===== src/rtl/demux8_event_counter_pkg.sv =====
// Shared constants and scan FSM state type for the demux8 event counter.
package demux8_pkg;

  localparam int NUM_CH = 8;
  localparam int CH_W   = 3;

  localparam logic [CH_W-1:0] LAST_CH = 3'd7;

  typedef enum logic [0:0] {
    IDLE = 1'b0,
    SCAN = 1'b1
  } scan_state_e;

endpackage


===== src/rtl/demux8_event_counter_if.sv =====
// Count streaming port: one beat per channel, valid/ready flow control.
interface demux8_event_counter_if
  import demux8_pkg::*;
#(
  parameter int CNT_W = 8
);

  logic              out_valid;
  logic              out_ready;
  logic [CH_W-1:0]   out_ch;
  logic [CNT_W-1:0]  out_cnt;

  modport master (
    output out_valid,
    output out_ch,
    output out_cnt,
    input  out_ready
  );

  modport slave (
    input  out_valid,
    input  out_ch,
    input  out_cnt,
    output out_ready
  );

endinterface


===== src/rtl/demux8_event_counter_ch_counter.sv =====
// One channel of saturating event counting with sticky flags and
// clear-by-subtraction so events arriving while a read is pending survive.
module ch_counter #(
  parameter int CNT_W = 8
) (
  input  logic             clk,
  input  logic             rst,
  input  logic             i_edge,
  input  logic             i_sub_en,
  input  logic [CNT_W-1:0] i_sub,
  output logic [CNT_W-1:0] o_cnt_nxt,
  output logic             o_active,
  output logic             o_ovf
);

  localparam logic [CNT_W-1:0] CNT_MAX  = {CNT_W{1'b1}};
  localparam logic [CNT_W-1:0] CNT_ZERO = {CNT_W{1'b0}};
  localparam logic [CNT_W-1:0] CNT_ONE  = {{(CNT_W-1){1'b0}}, 1'b1};

  logic [CNT_W-1:0] r_cnt;
  logic             r_active;
  logic             r_ovf;

  logic [CNT_W-1:0] w_base;
  logic [CNT_W-1:0] w_cnt_nxt;
  logic             w_sat;
  logic             w_active_nxt;
  logic             w_ovf_nxt;

  // Next count and flags: subtract the transferred snapshot, then add this cycle's edge.
  always_comb begin
    w_base       = r_cnt;
    w_cnt_nxt    = r_cnt;
    w_sat        = 1'b0;
    w_active_nxt = r_active;
    w_ovf_nxt    = r_ovf;

    if (i_sub_en) begin
      w_base = r_cnt - i_sub;
    end else begin
      w_base = r_cnt;
    end

    if (i_edge) begin
      if (w_base == CNT_MAX) begin
        w_cnt_nxt = w_base;
        w_sat     = 1'b1;
      end else begin
        w_cnt_nxt = w_base + CNT_ONE;
        w_sat     = 1'b0;
      end
    end else begin
      w_cnt_nxt = w_base;
      w_sat     = 1'b0;
    end

    if (i_sub_en) begin
      w_active_nxt = (w_cnt_nxt != CNT_ZERO);
      w_ovf_nxt    = w_sat;
    end else begin
      w_active_nxt = r_active | i_edge;
      w_ovf_nxt    = r_ovf | w_sat;
    end
  end

  // Counter and sticky flag registers.
  always_ff @(posedge clk or posedge rst) begin
    if (rst) begin
      r_cnt    <= CNT_ZERO;
      r_active <= 1'b0;
      r_ovf    <= 1'b0;
    end else begin
      r_cnt    <= w_cnt_nxt;
      r_active <= w_active_nxt;
      r_ovf    <= w_ovf_nxt;
    end
  end

  // The top snapshots the value the counter is about to take, not the stale one.
  assign o_cnt_nxt = w_cnt_nxt;
  assign o_active  = r_active;
  assign o_ovf     = r_ovf;

endmodule


===== src/rtl/demux8_event_counter.sv =====
// Rising-edge event counter for the eight demux outputs, with a scan FSM
// that streams every channel count out over a valid/ready port.
module demux8_event_counter
  import demux8_pkg::*;
#(
  parameter int CNT_W       = 8,
  parameter bit CLR_ON_READ = 1'b1
) (
  input  logic                  clk,
  input  logic                  rst,
  input  logic                  i_en,
  input  logic [NUM_CH-1:0]     i_y,
  input  logic                  i_scan_start,
  demux8_event_counter_if.master out_if,
  output logic                  o_busy,
  output logic [NUM_CH-1:0]     o_active,
  output logic [NUM_CH-1:0]     o_ovf
);

  localparam logic [CH_W-1:0]  CH_ZERO  = {CH_W{1'b0}};
  localparam logic [CH_W-1:0]  CH_ONE   = {{(CH_W-1){1'b0}}, 1'b1};
  localparam logic [CNT_W-1:0] CNT_ZERO = {CNT_W{1'b0}};

  logic [NUM_CH-1:0] r_y_q;
  scan_state_e       r_state;
  logic [CH_W-1:0]   r_idx;
  logic              r_valid;
  logic              r_busy;
  logic [CNT_W-1:0]  r_cnt;

  logic [NUM_CH-1:0] w_edge;
  logic [NUM_CH-1:0] w_sub_en;
  logic [NUM_CH-1:0] w_active;
  logic [NUM_CH-1:0] w_ovf;
  logic [CNT_W-1:0]  w_cnt_nxt [NUM_CH];
  logic [CH_W-1:0]   w_idx_nxt;
  logic              w_xfer;

  assign w_edge    = i_y & ~r_y_q & {NUM_CH{i_en}};
  assign w_xfer    = r_valid & out_if.out_ready;
  assign w_idx_nxt = r_idx + CH_ONE;

  // Clear request goes only to the channel whose beat is being accepted.
  always_comb begin
    w_sub_en = {NUM_CH{1'b0}};
    if (CLR_ON_READ && w_xfer) begin
      w_sub_en[r_idx] = 1'b1;
    end else begin
      w_sub_en = {NUM_CH{1'b0}};
    end
  end

  for (genvar g = 0; g < NUM_CH; g++) begin : g_ch
    ch_counter #(
      .CNT_W (CNT_W)
    ) u_ch (
      .clk       (clk),
      .rst       (rst),
      .i_edge    (w_edge[g]),
      .i_sub_en  (w_sub_en[g]),
      .i_sub     (r_cnt),
      .o_cnt_nxt (w_cnt_nxt[g]),
      .o_active  (w_active[g]),
      .o_ovf     (w_ovf[g])
    );
  end

  // Edge-detect history tracks y even while counting is disabled.
  always_ff @(posedge clk or posedge rst) begin
    if (rst) begin
      r_y_q <= {NUM_CH{1'b0}};
    end else begin
      r_y_q <= i_y;
    end
  end

  // Scan FSM: one beat per channel, snapshot held stable until accepted.
  always_ff @(posedge clk or posedge rst) begin
    if (rst) begin
      r_state <= IDLE;
      r_idx   <= CH_ZERO;
      r_valid <= 1'b0;
      r_busy  <= 1'b0;
      r_cnt   <= CNT_ZERO;
    end else begin
      case (r_state)
        IDLE: begin
          if (i_scan_start) begin
            r_state <= SCAN;
            r_idx   <= CH_ZERO;
            r_valid <= 1'b1;
            r_busy  <= 1'b1;
            r_cnt   <= w_cnt_nxt[0];
          end else begin
            r_valid <= 1'b0;
            r_busy  <= 1'b0;
          end
        end
        SCAN: begin
          if (w_xfer) begin
            if (r_idx == LAST_CH) begin
              r_state <= IDLE;
              r_idx   <= CH_ZERO;
              r_valid <= 1'b0;
              r_busy  <= 1'b0;
            end else begin
              r_idx   <= w_idx_nxt;
              r_cnt   <= w_cnt_nxt[w_idx_nxt];
            end
          end else begin
            r_valid <= 1'b1;
            r_busy  <= 1'b1;
          end
        end
        default: begin
          r_state <= IDLE;
          r_idx   <= CH_ZERO;
          r_valid <= 1'b0;
          r_busy  <= 1'b0;
        end
      endcase
    end
  end

  assign out_if.out_valid = r_valid;
  assign out_if.out_ch    = r_idx;
  assign out_if.out_cnt   = r_cnt;
  assign o_busy           = r_busy;
  assign o_active         = w_active;
  assign o_ovf            = w_ovf;

endmodule


===== src/flat_wrapper.sv =====
// flat-port wrapper written by rule: the top's interface ports become plain ports
module demux8_event_counter_flat import demux8_pkg::*;
#(
  parameter int CNT_W       = 8,
  parameter bit CLR_ON_READ = 1'b1
)
  (clk, rst, i_en, i_y, i_scan_start, o_busy, o_active, o_ovf, out_if_out_valid, out_if_out_ch, out_if_out_cnt, out_if_out_ready);
  demux8_event_counter_if #(.CNT_W(CNT_W)) out_if_i ();
  input  logic clk;
  input  logic rst;
  input  logic i_en;
  input  logic [NUM_CH-1:0] i_y;
  input  logic i_scan_start;
  output logic o_busy;
  output logic [NUM_CH-1:0] o_active;
  output logic [NUM_CH-1:0] o_ovf;
  output wire logic [$bits(out_if_i.out_valid)-1:0] out_if_out_valid;
  output wire logic [$bits(out_if_i.out_ch)-1:0] out_if_out_ch;
  output wire logic [$bits(out_if_i.out_cnt)-1:0] out_if_out_cnt;
  input wire logic [$bits(out_if_i.out_ready)-1:0] out_if_out_ready;
  assign out_if_out_valid = out_if_i.out_valid;
  assign out_if_out_ch = out_if_i.out_ch;
  assign out_if_out_cnt = out_if_i.out_cnt;
  assign out_if_i.out_ready = out_if_out_ready;
  demux8_event_counter #(.CNT_W(CNT_W), .CLR_ON_READ(CLR_ON_READ)) u_core (.clk(clk), .rst(rst), .i_en(i_en), .i_y(i_y), .i_scan_start(i_scan_start), .out_if(out_if_i), .o_busy(o_busy), .o_active(o_active), .o_ovf(o_ovf));
endmodule

===== config.mk =====
export PLATFORM = sky130hd
export DESIGN_NAME = demux8_event_counter_flat
export DESIGN_NICKNAME = d
export VERILOG_FILES = /design/src/rtl/demux8_event_counter_pkg.sv /design/src/rtl/demux8_event_counter_if.sv /design/src/rtl/demux8_event_counter_ch_counter.sv /design/src/rtl/demux8_event_counter.sv /design/src/flat_wrapper.sv
export SDC_FILE = /design/constraint.sdc
export NUM_CORES = 1
export LEC_CHECK = 0
export ABC_AREA = 1
export BUFFER_PORTS_ARGS = -buffer_cell sky130_fd_sc_hd__buf_2
export CAP_MARGIN = 40
export CORE_MARGIN = 3
export CORE_UTILIZATION = 69
export DETAILED_ROUTE_END_ITERATION = 8
export PLACE_DENSITY_LB_ADDON = 0.15
export SLEW_MARGIN = 0
export SYNTH_ARGS = -nofsm -noshare
export SYNTH_HDL_FRONTEND = slang
export SYNTH_SLANG_ARGS = --single-unit

===== constraint.sdc =====
create_clock -name clk -period 7.05 [get_ports clk]
set_input_delay 0 -clock clk [delete_from_list [all_inputs] [get_ports clk]]
set_output_delay 0 -clock clk [all_outputs]
set_load 0.01 [all_outputs]

==> out/metrics.cfg, run 1 <==
[critical_path]
worst_setup_path_start_kind = flip-flop
arrival_ns = 3.68
slowest_delay_ns = 0.78
crit_type = reg -> reg
crit_fanout = 10
end_kind = flip-flop
cp_common_cell = nand2_1
cp.required_ns = 7.27
critPathSlowestCell = dfrtp_1
worstPathCellList = ha_1, inv_1, fa_1, xor2_1, nand2_1, nand2_1, inv_1, nor2_1, nand2_1, nor2_2, nand2_2, nand2_1, nand2_1, nand2_1, inv_1, nor4_1, a21oi_1

[place]
io_buffers = 41
placed_cell_area_sq_mm = 0.0103
place.gp.congestion = 0.959
hpwlAfterDp_um = 21200

[timing]
setup_viol = 0
rsz0062_at_grt = false
post-route-period-util_pct = 49.0
drv_slew = 0
max_slew_margin_pct = 38.1
finClkSkew_ns = 0.00794
timing_hold_violations_final = 0
tns_ns = 0
fin_hold_ws_ns = 0.0231
post-route-min-period_ns = 3.46
fmax_mhz = 289
tightest_slew_ns = 0.928

[logic_synthesis]
synth_top_area_cell = dfrtp_1
yosys_warnings = 0
synth.top_cells.by_area = dfrtp_1 (25%), nand2_1 (21%), nand3_1 (12%)
ys.flop_type = dfrtp_1
ys_seq_area_share_pct = 25.2
syn_area_sq_mm = 0.0100
yosys.area.top_type_share_pct = 25.2
yosysMostFrequentCell = nand2_1
synth_edf_count = 0
syn-instance-count = 1631
synthDistinctLibCells = 44
synth_common_cells = nand2_1 (573), inv_1 (263), nand3_1 (237)
syn_nets = 1718
synth.avg_cell_area_sq_um = 6.14
async_reset_ff_share_pct = 100
ys_ff_latch = 101

[drt]
wl_per_cell_um = 15.2
wl_um = 28100
drtPass1Iterations = 7
vias = 10500
drcViolationCount = 0
drt_iter0_markers = 820
via_per_inst = 5.70
ant_nets = 0

[clocking]
clock_sinks = 101
cts_tree = yes
cts_resized = 0
numCtsBuffers = 9
clk_latency_ns = 0.36
root_buffer = clkbuf_16
clk_pin_slew_ns = 0.07
cts_buffer_depth = 2
htreeDepth = 3

[power]
p_comb_share_pct = 72.1
ir_worst_vdd_uv = 293
switching_share_pct = 55.2
sequentialPowerShare_pct = 17.6
p_int_mw = 2.57
power.switching_mw = 3.16
leakage_nw = 6.05
clockPowerShare_pct = 10.3
power-per-cell-area_mw_per_mm2 = 535

[run_status]
status = finished clean

[grt]
grt_pass1_vias = 9625
antenna_found_initial = 0
grt_max_degree = 55
grt_overflow_total = 0
grt_pass1_wl_um = 45600
grtUsageTotal_pct = 35.1

[floorplan]
rows = 43
core_region_area_sq_mm = 0.0140
ios = 42
die-area_sq_mm = 0.0160
start_util_pct = 71.3
die_x_um = 126
die_h_um = 126

[min_path]
hp-class = in -> reg

[final_layout]
nets = 1747
design_area_sq_mm = 0.0107
antennaDiodeCount = 0
area_delta_synth_final_pct = 6.96
drive_gt1_share_pct = 8.41
final_core_util_pct = 76.3

[run]
maxCapViolations = 0

layout make-up:
cell class / count / area, sq um
Inverter: 285 / 1070
Timing Repair Buffer: 55 / 373
Multi-Input combinational cell: 1208 / 6160
Clock buffer: 10 / 239
Tap cell: 180 / 225
Clock inverter: 6 / 110
Sequential cell: 101 / 2530
Fill cell: 1157 / 3330
critical path: cells and delay by family (launching register included):
kind,cells,cell delay [ns]
flip-flops,1,0.78
buffers and inverters,3,0.21
AO/OA/AOI/OAI,1,0.14
AND/OR/NAND/NOR,10,1.31
XOR/XNOR,1,0.18
adder cells (fa/ha/maj),2,0.69
metrics by stage:
step	power, mW	setup slack [ns]	std cells
2_1_floorplan	4.09	4.19	1631
3_3_place_gp	4.88	3.78	1818
3_5_place_dp	5.02	3.77	1820
4_1_cts	5.64	3.72	1845
5_1_grt	6.31	3.46	1845
6_report	5.73	3.59	1845
kinds of logic (layout without fill, tap and decap cells):
logic type | after synthesis | after routing | share of synthesized area [%]
simple gates | 1028 | 1028 | 45.2
buf+inv | 322 | 356 | 13.2
flops | 101 | 101 | 25.2
compound gates | 86 | 86 | 4.79
fa+ha+maj | 74 | 74 | 9.85
xor+xnor | 20 | 20 | 1.75
worst paths after layout:
kind,startpoint,endpoint,slack [ns],depth (start not counted)
setup / recovery,u_core.out_if.out_cnt[0],u_core.g_ch[1].u_ch.o_active,3.59,17
hold / removal,i_scan_start,u_core.r_state,0.02,3
setup reg to reg,u_core.out_if.out_cnt[0],u_core.g_ch[1].u_ch.o_active,3.59,17
hold reg to reg,u_core.g_ch[4].u_ch.o_ovf,u_core.g_ch[4].u_ch.o_ovf,0.48,2
max in group asynchronous,rst,u_core.g_ch[1].u_ch.o_ovf,5.91,5
min in group asynchronous,rst,u_core.r_y_q[2],0.15,3
power groups by stage:
stage	Sequential, mW	Clock [mW]	Combinational (mW)
floorplan	0.943	0	3.15
global placement	0.998	0	3.88
detailed placement	1.01	0	4.01
CTS	0.996	0.590	4.05
global route	1.02	0.613	4.67
finish	1.01	0.591	4.13
flip-flops by register name, summed over array words and instances (netlist names):
signal / cells
u_core.out_if.out_cnt: 8
u_core.r_y_q: 8
u_core.g_ch.u_ch.r_cnt: 64
u_core.r_state: 1
u_core.out_if.out_ch: 3
u_core.out_if.out_valid: 1
u_core.g_ch.u_ch.o_ovf: 8
u_core.g_ch.u_ch.o_active: 8
layout by cell type, fill, tap and decap left out, drive strengths merged, types with 8 or more instances in the layout:
cell type    instances
inv                282
ha                  66
nand3b              11
xor2                 9
buf                 46
or2                 20
dlygate4sd3          9
o21ai               41
nand3              242
xnor2               11
dfrtp              101
fa                   8
nor3                17
nand4               20
nand2              594
clkbuf              10
and2                 8
nor2               109
a21oi               33
routing by layer:
metal | routed length, um | global-route usage, %
met1 | 11600 | 45.5
met2 | 12700 | 57.4
met3 | 2220 | 5.64
met4 | 1460 | 17.1
met5 | 0 | 0
timing repair:
action                                 CTS  global route
setup endpoints to repair                0             0
hold buffers                             9             0
endpoints found under the hold margin   32             0
setup buffers                            0             0
Note: power is estimated with default switching activity, not from simulation.
==> run 2: changes to the inputs <==
ABC_AREA = 0   (was 1)
CORE_UTILIZATION = 64   (was 69)
clock period = 3.2 ns   (was 7.05 ns; I/O delays follow)
==> run 2 against run 1 <==
  * Synthesized cell count down 27%
  * Area after synthesis down 0.94%
  * The flow now stops in global routing (5_1_grt)
==> out/metrics.cfg, run 2 <==
[run_status]
status = stopped before the end
stop_stage = global routing (5_1_grt)
stop_error = [ERROR DPL-0038] Utilization greater than 100%, impossible to legalize

[floorplan]
rows = 44  ; +2.3%
start_util_pct = 66.7  ; -4.6 points
ios = 42  ; unchanged
die_x_um = 130  ; +3.2%
die_h_um = 130  ; +3.2%

[logic_synthesis]
syn_nets = 1281  ; -25%
syn_area_sq_mm = 0.00992  ; -0.94%
ys_ff_latch = 101  ; unchanged
yosys.area.top_type_share_pct = 25.5  ; +0.24 points
ys_seq_area_share_pct = 25.5  ; +0.24 points
yosys_warnings = 0  ; unchanged
yosysMostFrequentCell = nand2_1
synth_top_area_cell = dfrtp_1
synth.top_cells.by_area = dfrtp_1 (25%), ha_1 (8.3%), nand2_1 (4.2%)
synth_edf_count = 0  ; unchanged
synthDistinctLibCells = 85  ; +93%
async_reset_ff_share_pct = 100  ; unchanged
ys.flop_type = dfrtp_1
synth_common_cells = nand2_1 (110), dfrtp_1 (101), a21oi_1 (78)
synth.avg_cell_area_sq_um = 8.31  ; +35%
syn-instance-count = 1194  ; -27%

[timing]
worst_endpoint = u_core.out_if.out_cnt[3]$_DFFE_PP0P_/D
worst_endpoint_kind = register input

[clocking]
clock_sinks = 101  ; unchanged
numCtsBuffers = 9  ; unchanged
htreeDepth = 3  ; unchanged
cts_buffer_depth = 2  ; unchanged
root_buffer = clkbuf_16

[place]
dp_slack_ns = -0.581  ; -4.35 ns
io_buffers = 41  ; unchanged
hpwlAfterDp_um = 29700  ; +40%
place.gp.congestion = 1.04  ; +9.0%

[grt]
grt_max_degree = 64

[run 2: cell count changes after synthesis, moves of 26 or more]
| cell | previous run | this run |
|---|---|---|
| inv_1 | 263 | 55 |
| nor2_1 | 95 | 69 |
| nor3_1 | 17 | 51 |
| nand3_1 | 237 | 38 |
| nand2_1 | 573 | 110 |
| a21oi_1 | 32 | 78 |
[run 2: through the flow]
stage / hold WS (ns) / TNS [ns] / cells / utilization (%) / area, sq um
global placement: 0.123 / -4.54 / 1724 / 87.3 / 13000
detailed placement: -0.0651 / -7.14 / 1725 / 87.5 / 13000
CTS: 0.0974 / -3.32 / 1779 / 95.7 / 14200
floorplan: 0.0314 / -1.30 / 1194 / - / 10100
[run 2: kinds of logic after synthesis]
family / synth area share [%]
AOI/OAI and AO/OA: 25.7
DFF: 25.5
xor gates and xnor gates: 4.24
muxes: 4.34
and+or+nand+nor: 25.4
adders and majority gates: 9.94
buffers and inverters: 4.96
[run 2: timing repair]
item | 4_1_cts
hold buffers | 10
buffers inserted | 28
pin swaps | 33
gates resized for setup | 119
endpoints found under the hold margin | 96
setup endpoints to repair | 34
==> run 3: changes to the inputs <==
CORE_UTILIZATION = 40   (was 64)
==> run 3 against run 2 <==
  * The flow now finishes, with violations (negative setup slack)
  * Synthesized cell count is the same
  * Area after synthesis is the same
==> out/metrics.cfg, run 3 <==
[logic_synthesis]
synth_top_area_cell = dfrtp_1
syn_area_sq_mm = 0.00992  ; unchanged
ys.flop_type = dfrtp_1
syn-instance-count = 1194  ; unchanged
syn_nets = 1281  ; unchanged
yosysMostFrequentCell = nand2_1
synthDistinctLibCells = 85  ; unchanged
synth.top_cells.by_area = dfrtp_1 (25%), ha_1 (8.3%), nand2_1 (4.2%)
ys_seq_area_share_pct = 25.5  ; unchanged
ys_ff_latch = 101  ; unchanged
synth.avg_cell_area_sq_um = 8.31  ; unchanged
synth_common_cells = nand2_1 (110), dfrtp_1 (101), a21oi_1 (78)
async_reset_ff_share_pct = 100  ; unchanged
synth_edf_count = 0  ; unchanged
yosys.area.top_type_share_pct = 25.5  ; unchanged
yosys_warnings = 0  ; unchanged

[critical_path]
rr_endpoint = u_core.out_if.out_cnt[0]
regToRegSetupSlack_ns = -0.45
crit_fanout = 5
critPathLaunch = u_core.out_if.out_cnt[3]
critPathSlowestCell = or4b_1
setup.worst_path.end = u_core.out_if.out_cnt[0]
crit-reg2reg-launch = u_core.out_if.out_cnt[3]
crit_type = reg -> reg
arrival_ns = 3.87
cp_common_cell = buf_4
cp.required_ns = 3.42
worstPathCellList = clkinvlp_4, buf_4, buf_4, buf_6, ha_4, o2111ai_2, a2111o_1, o2111a_1, nand2_1, buf_4, o32ai_1, or4b_1, nor4_2, a21oi_1
end_kind = flip-flop
worst_setup_path_start_kind = flip-flop
slowest_delay_ns = 0.54
rr_worst_depth = 14

[grt]
grt_pass1_wl_um = 60500
grt_pass1_vias = 11400
grtUsageTotal_pct = 28.7
antenna_found_initial = 0
grt_overflow_total = 0
grt_max_degree = 56

[timing]
fmax_mhz = 274
drv_slew = 0
post-route-period-util_pct = 114
tightest_slew_ns = 0.911
finClkSkew_ns = 0.00985
fin_hold_ws_ns = 0.232
timing_hold_violations_final = 0
tns_ns = -4.34
setup_ws_ns = -0.446
post-route-min-period_ns = 3.65
max_slew_margin_pct = 39.2
rsz0062_at_grt = true
setup_viol = 19

[final_layout]
nets = 1728
layout_common_cells = buf_4 (410), nand2_1 (104), dfrtp_1 (99)
area_delta_synth_final_pct = 57.5
drive_gt1_share_pct = 45.0
seqCellArea_sq_mm = 0.00253
antennaDiodeCount = 0
largest_reg_flops = 64
multi_input_area_sq_mm = 0.00843
fillers = 1976
top_register = u_core.g_ch.u_ch.r_cnt
final_common_cell = buf_4

[run_status]
violations = negative setup slack
status = complete, but fails checks

[floorplan]
die_x_um = 163  ; +25%
die_h_um = 163  ; +25%
core_region_area_sq_mm = 0.0239
die-area_sq_mm = 0.0267
ios = 42  ; unchanged
start_util_pct = 41.5  ; -25 points
rows = 56  ; +27%

[power]
ir_worst_vdd_uv = 560
sequentialPowerShare_pct = 11.3
finalPower_mw = 19.9
power-per-cell-area_mw_per_mm2 = 1280
p_int_mw = 10.4
leakage_nw = 6.82
switching_share_pct = 47.9
p_comb_share_pct = 83.0
clockPowerShare_pct = 5.8
power.switching_mw = 9.54

[place]
place.gp.congestion = 0.964  ; -7.7%
hpwlAfterDp_um = 29500  ; -0.66%
dp_slack_ns = -0.516  ; +0.0646 ns
io_buffers = 41  ; unchanged

[clocking]
cts_buffer_depth = 2  ; unchanged
clock_sinks = 101  ; unchanged
clk_latency_ns = 0.37
clk_pin_slew_ns = 0.08
htreeDepth = 3  ; unchanged
cts_tree = yes
root_buffer = clkbuf_16
numCtsBuffers = 9  ; unchanged

[drt]
ant_nets = 0
wl_um = 39700
drtPass1Iterations = 5
drcViolationCount = 0
wl_per_cell_um = 20.2
drt_iter0_markers = 943
vias = 11600
via_per_inst = 5.90

[min_path]
hp-class = in -> reg

[run]
maxCapViolations = 0

==> run 3: per-layer routing <==
metal	share of wire [%]	GRT usage, %	up-vias
met4	3.9	12.3	0
met3	5.2	3.25	97
met2	48	48.0	413
li1	-	-	5461
met1	43	37.6	5625
met5	0	0	-
==> run 3: power by group through the flow <==
stage | registers (mW) | clock network (mW) | logic [mW]
detailed placement | 2.20 | 0 | 13.6
floorplan | 2.13 | 0 | 7.32
finish | 2.24 | 1.15 | 16.5
CTS | 2.21 | 1.15 | 14.9
global placement | 2.20 | 0 | 13.4
global route | 2.29 | 1.20 | 17.8
==> run 3: worst min path at each step <==
stage | startpoint | end | slack (ns) | cells past startpoint
finish | out_if_out_ready | u_core.r_state | 0.23 | 5
global route | out_if_out_ready | u_core.r_state | 0.29 | 5
CTS | out_if_out_ready | u_core.r_state | 0.23 | 5
detailed placement | i_y[7] | u_core.r_y_q[7] | 0.13 | 1
global placement | i_y[7] | u_core.r_y_q[7] | 0.12 | 1
floorplan | i_y[0] | u_core.r_y_q[0] | 0.03 | 0
==> run 3: cells by family after synthesis <==
| family | synth area share, % |
|---|---|
| AOI/OAI and AO/OA | 25.7 |
| xor gates and xnor gates | 4.24 |
| adders and majority gates | 9.94 |
| buffers and inverters | 4.96 |
| DFF | 25.5 |
| muxes | 4.34 |
| and+or+nand+nor | 25.4 |
==> run 3: area by class of cell <==
| cell class | count | area share, % |
|---|---|---|
| multi-input cells | 988 | 54.0 |
| well taps | 319 | 2.55 |
| clock inverters | 2 | 0.104 |
| repair buffers | 486 | 24.0 |
| inverters | 55 | 1.40 |
| clock buffers | 14 | 1.75 |
| flip-flops and latches | 101 | 16.2 |
==> run 3: repair_timing <==
action / CTS / global route
endpoints found under the setup margin: 25 / 41
hold buffers: 10 / 0
cloned: 0 / 1
buffers inserted: 26 / 23
pin swaps: 53 / 78
resized for setup: 132 / 140
hold endpoints to repair: 63 / 0
==> run 3: stage by stage <==
stage / area (sq um) / utilization (%) / instances
floorplan: 10100 / - / 1194
global placement: 13400 / 56.2 / 1894
detailed placement: 13400 / 56.2 / 1894
CTS: 14700 / 61.5 / 1946
global route: 15600 / 65.4 / 1965
finish: 15600 / 65.4 / 1965
==> run 3: critical path, delay by kind of cell, from the launching register on <==
kind            cells  cell delay, ns
compound gates      5            1.03
flops               1            0.40
fa+ha+maj           1            0.29
simple gates        3            1.02
buf+inv             5            0.75
==> run 4: changes to the inputs <==
SKIP_CTS_REPAIR_TIMING = 1   (was default)
clock period = 3.52 ns   (was 3.2 ns; I/O delays follow)
==> run 4 against run 3 <==
  * The flow still finishes with violations (negative setup slack)
  * Sequential power down 7%
  * Core utilization fell by 8.7 points
  * Count of clock-buffer cells in the layout shrank 4
  * Register-to-register slack improved by 0.44 ns
  * Sequential cell count is the same
  * Critical path depth grew 1
  * Worst hold slack lost 0.13 ns
  * Maximum frequency up 3.4%
  * Sequential share of layout area up 2.5 points
  * Non-clock buffer count decreased by 161
  * Global-route usage is 2.1 points lower
  * Routed wire length shrank 7.5%
  * Critical path type unchanged
  * Critical endpoint is now u_core.out_if.out_cnt[6]
  * Largest power group unchanged
  * Highest routed layer unchanged
==> out/metrics.cfg, run 4 (synthesis gave the netlist of run 3 again) <==
[final_layout]
largest_reg_flops = 64  ; unchanged
nets = 1566  ; -9.4%
layout_common_cells = buf_4 (263), nand2_1 (103), dfrtp_1 (100)
finalNonFillerCells = 1803  ; -8.2%
area_delta_synth_final_pct = 36.6
final_common_cell = buf_4
drive_gt1_share_pct = 33.6  ; -11 points
top_register = u_core.g_ch.u_ch.r_cnt
antennaDiodeCount = 0  ; unchanged

[clocking]
cts_tree = yes
clk_pin_slew_ns = 0.08  ; about the same
htreeDepth = 3  ; unchanged
clk_latency_ns = 0.37  ; about the same
numCtsBuffers = 9  ; unchanged
root_buffer = clkbuf_16
clock_sinks = 101  ; unchanged
cts_buffer_depth = 2  ; unchanged

[power]
finalPower_mw = 15.6  ; -22%
ir_worst_vdd_uv = 528  ; -5.8%
leakage_nw = 5.88  ; -14%
power-per-cell-area_mw_per_mm2 = 1150  ; -9.5%

[drt]
drtPass1Iterations = 5  ; unchanged
drt_iter0_markers = 654  ; -31%
drcViolationCount = 0  ; unchanged
via_per_inst = 5.94  ; +0.70%
vias = 10700  ; -7.6%
ant_nets = 0  ; unchanged
wl_um = 36700  ; -7.5%
wl_per_cell_um = 20.4  ; +0.77%

[critical_path]
crit-reg2reg-launch = u_core.out_if.out_cnt[0]
regToRegSetupSlack_ns = -0.007  ; +0.44 ns
rr_endpoint = u_core.out_if.out_cnt[6]
cp.required_ns = 3.76  ; +0.34 ns
rr_worst_depth = 15  ; +1
end_kind = flip-flop
crit_fanout = 4  ; -1
critPathSlowestCell = o41a_1
slowest_delay_ns = 0.48  ; -0.06 ns
worstPathCellList = buf_6, buf_6, ha_4, inv_2, fa_2, a211oi_2, buf_4, o211ai_1, nor4_1, buf_4, o21ai_4, o41a_1, a221o_1, a21oi_2, nor4_1
arrival_ns = 3.77  ; -0.10 ns
crit_type = reg -> reg
worst_setup_path_start_kind = flip-flop

[floorplan]
ios = 42  ; unchanged
die-area_sq_mm = 0.0267  ; unchanged
rows = 56  ; unchanged
die_h_um = 163  ; unchanged
die_x_um = 163  ; unchanged
core_region_area_sq_mm = 0.0239  ; unchanged
start_util_pct = 41.5  ; unchanged

[place]
io_buffers = 41  ; unchanged
place.gp.congestion = 0.996  ; +3.3%
hpwlAfterDp_um = 28400  ; -3.9%
dp_slack_ns = -0.290  ; +0.226 ns
place_inst = 1765  ; -6.8%

[min_path]
min_to = u_core.out_if.out_valid
worstHoldStart = out_if_out_ready
hold_path_depth = 4  ; -1
hp-class = in -> reg

[timing]
finClkSkew_ns = 0.00818  ; -0.00167 ns
fin_hold_ws_ns = 0.101  ; -0.131 ns
tightest_slew_ns = 0.872  ; -0.0390 ns
drv_slew = 0  ; unchanged
post-route-min-period_ns = 3.53  ; -0.118 ns
fmax_mhz = 284  ; +3.4%
setup_ws_ns = -0.00719  ; +0.438 ns
max_slew_margin_pct = 41.8  ; +2.6 points
setup_viol = 1  ; -18
rsz0062_at_grt = true
post-route-period-util_pct = 100  ; -14 points
timing_hold_violations_final = 0  ; unchanged

[grt]
grt_pass1_wl_um = 55500  ; -8.3%
antenna_found_initial = 0  ; unchanged
grt_overflow_total = 0  ; unchanged
grt_pass1_vias = 10100  ; -12%
grt_max_degree = 59  ; +5.4%
grtUsageTotal_pct = 26.6  ; -2.1 points

[run_status]
status = complete, but fails checks
violations = negative setup slack

[run]
maxCapViolations = 0  ; unchanged

## run 4: cell count changes in the layout (fill, tap and decap cells not counted), sizes merged
cell / previous run / this run
inv: 54 / 55
bufinv: 0 / 2
and2: 19 / 18
clkinvlp: 3 / 1
clkbuf: 14 / 10
buf: 476 / 315
clkinv: 0 / 3
## run 4: worst max-delay path by stage
stage | start | end | slack [ns] | cells past startpoint
2_1_floorplan | u_core.out_if.out_cnt[1] | u_core.out_if.out_cnt[1] | -0.07 | 11
3_3_place_gp | u_core.out_if.out_cnt[0] | u_core.g_ch[3].u_ch.o_active | -0.31 | 14
3_5_place_dp | u_core.out_if.out_cnt[0] | u_core.g_ch[3].u_ch.o_active | -0.29 | 14
4_1_cts | u_core.out_if.out_cnt[0] | u_core.g_ch[3].u_ch.o_active | -0.31 | 14
5_1_grt | u_core.out_if.out_cnt[0] | u_core.out_if.out_cnt[6] | -0.1 | 15
6_report | u_core.out_if.out_cnt[0] | u_core.out_if.out_cnt[6] | -0.007 | 15
## run 4: area by class of cell
class	instances	area, sq um
flip-flops and latches	101	2530
well taps	319	399
clock inverters	6	86.3
inverters	55	209
multi-input cells	987	7630
repair buffers	325	2460
clock buffers	10	239
fillers	2190	10300
## run 4: worst max-delay path: cells and delay by family (launching register included)
family | cells | cell delay [ns]
AO/OA/AOI/OAI | 6 | 1.44
adder cells (fa/ha/maj) | 2 | 0.54
buffers and inverters | 5 | 0.64
flip-flops | 1 | 0.42
AND/OR/NAND/NOR | 2 | 0.35
## run 4: report_power, final
part	internal, mW	switching [mW]
logic	5.68	6.72
registers	1.60	0.477
clock network	0.643	0.506
## run 4: metrics by stage
step	utilization, %	area, sq um	TNS [ns]
after floorplan	-	9930	-0.0913
after global placement	51.4	12300	-0.838
after detailed placement	51.4	12300	-0.972
after CTS	52.8	12600	-1.47
after global routing	56.7	13600	-0.610
final	56.7	13600	-0.00719
## run 4: metal layers
layer | routed length (um) | share of wire (%) | track usage (%) | vias up
met1 | 16300 | 44 | 35.7 | 5219
met3 | 1940 | 5.3 | 4.08 | 74
met2 | 17100 | 47 | 43.7 | 305
li1 | - | - | - | 5117
met4 | 1400 | 3.8 | 9.11 | 0
met5 | 0 | 0 | 0 | -
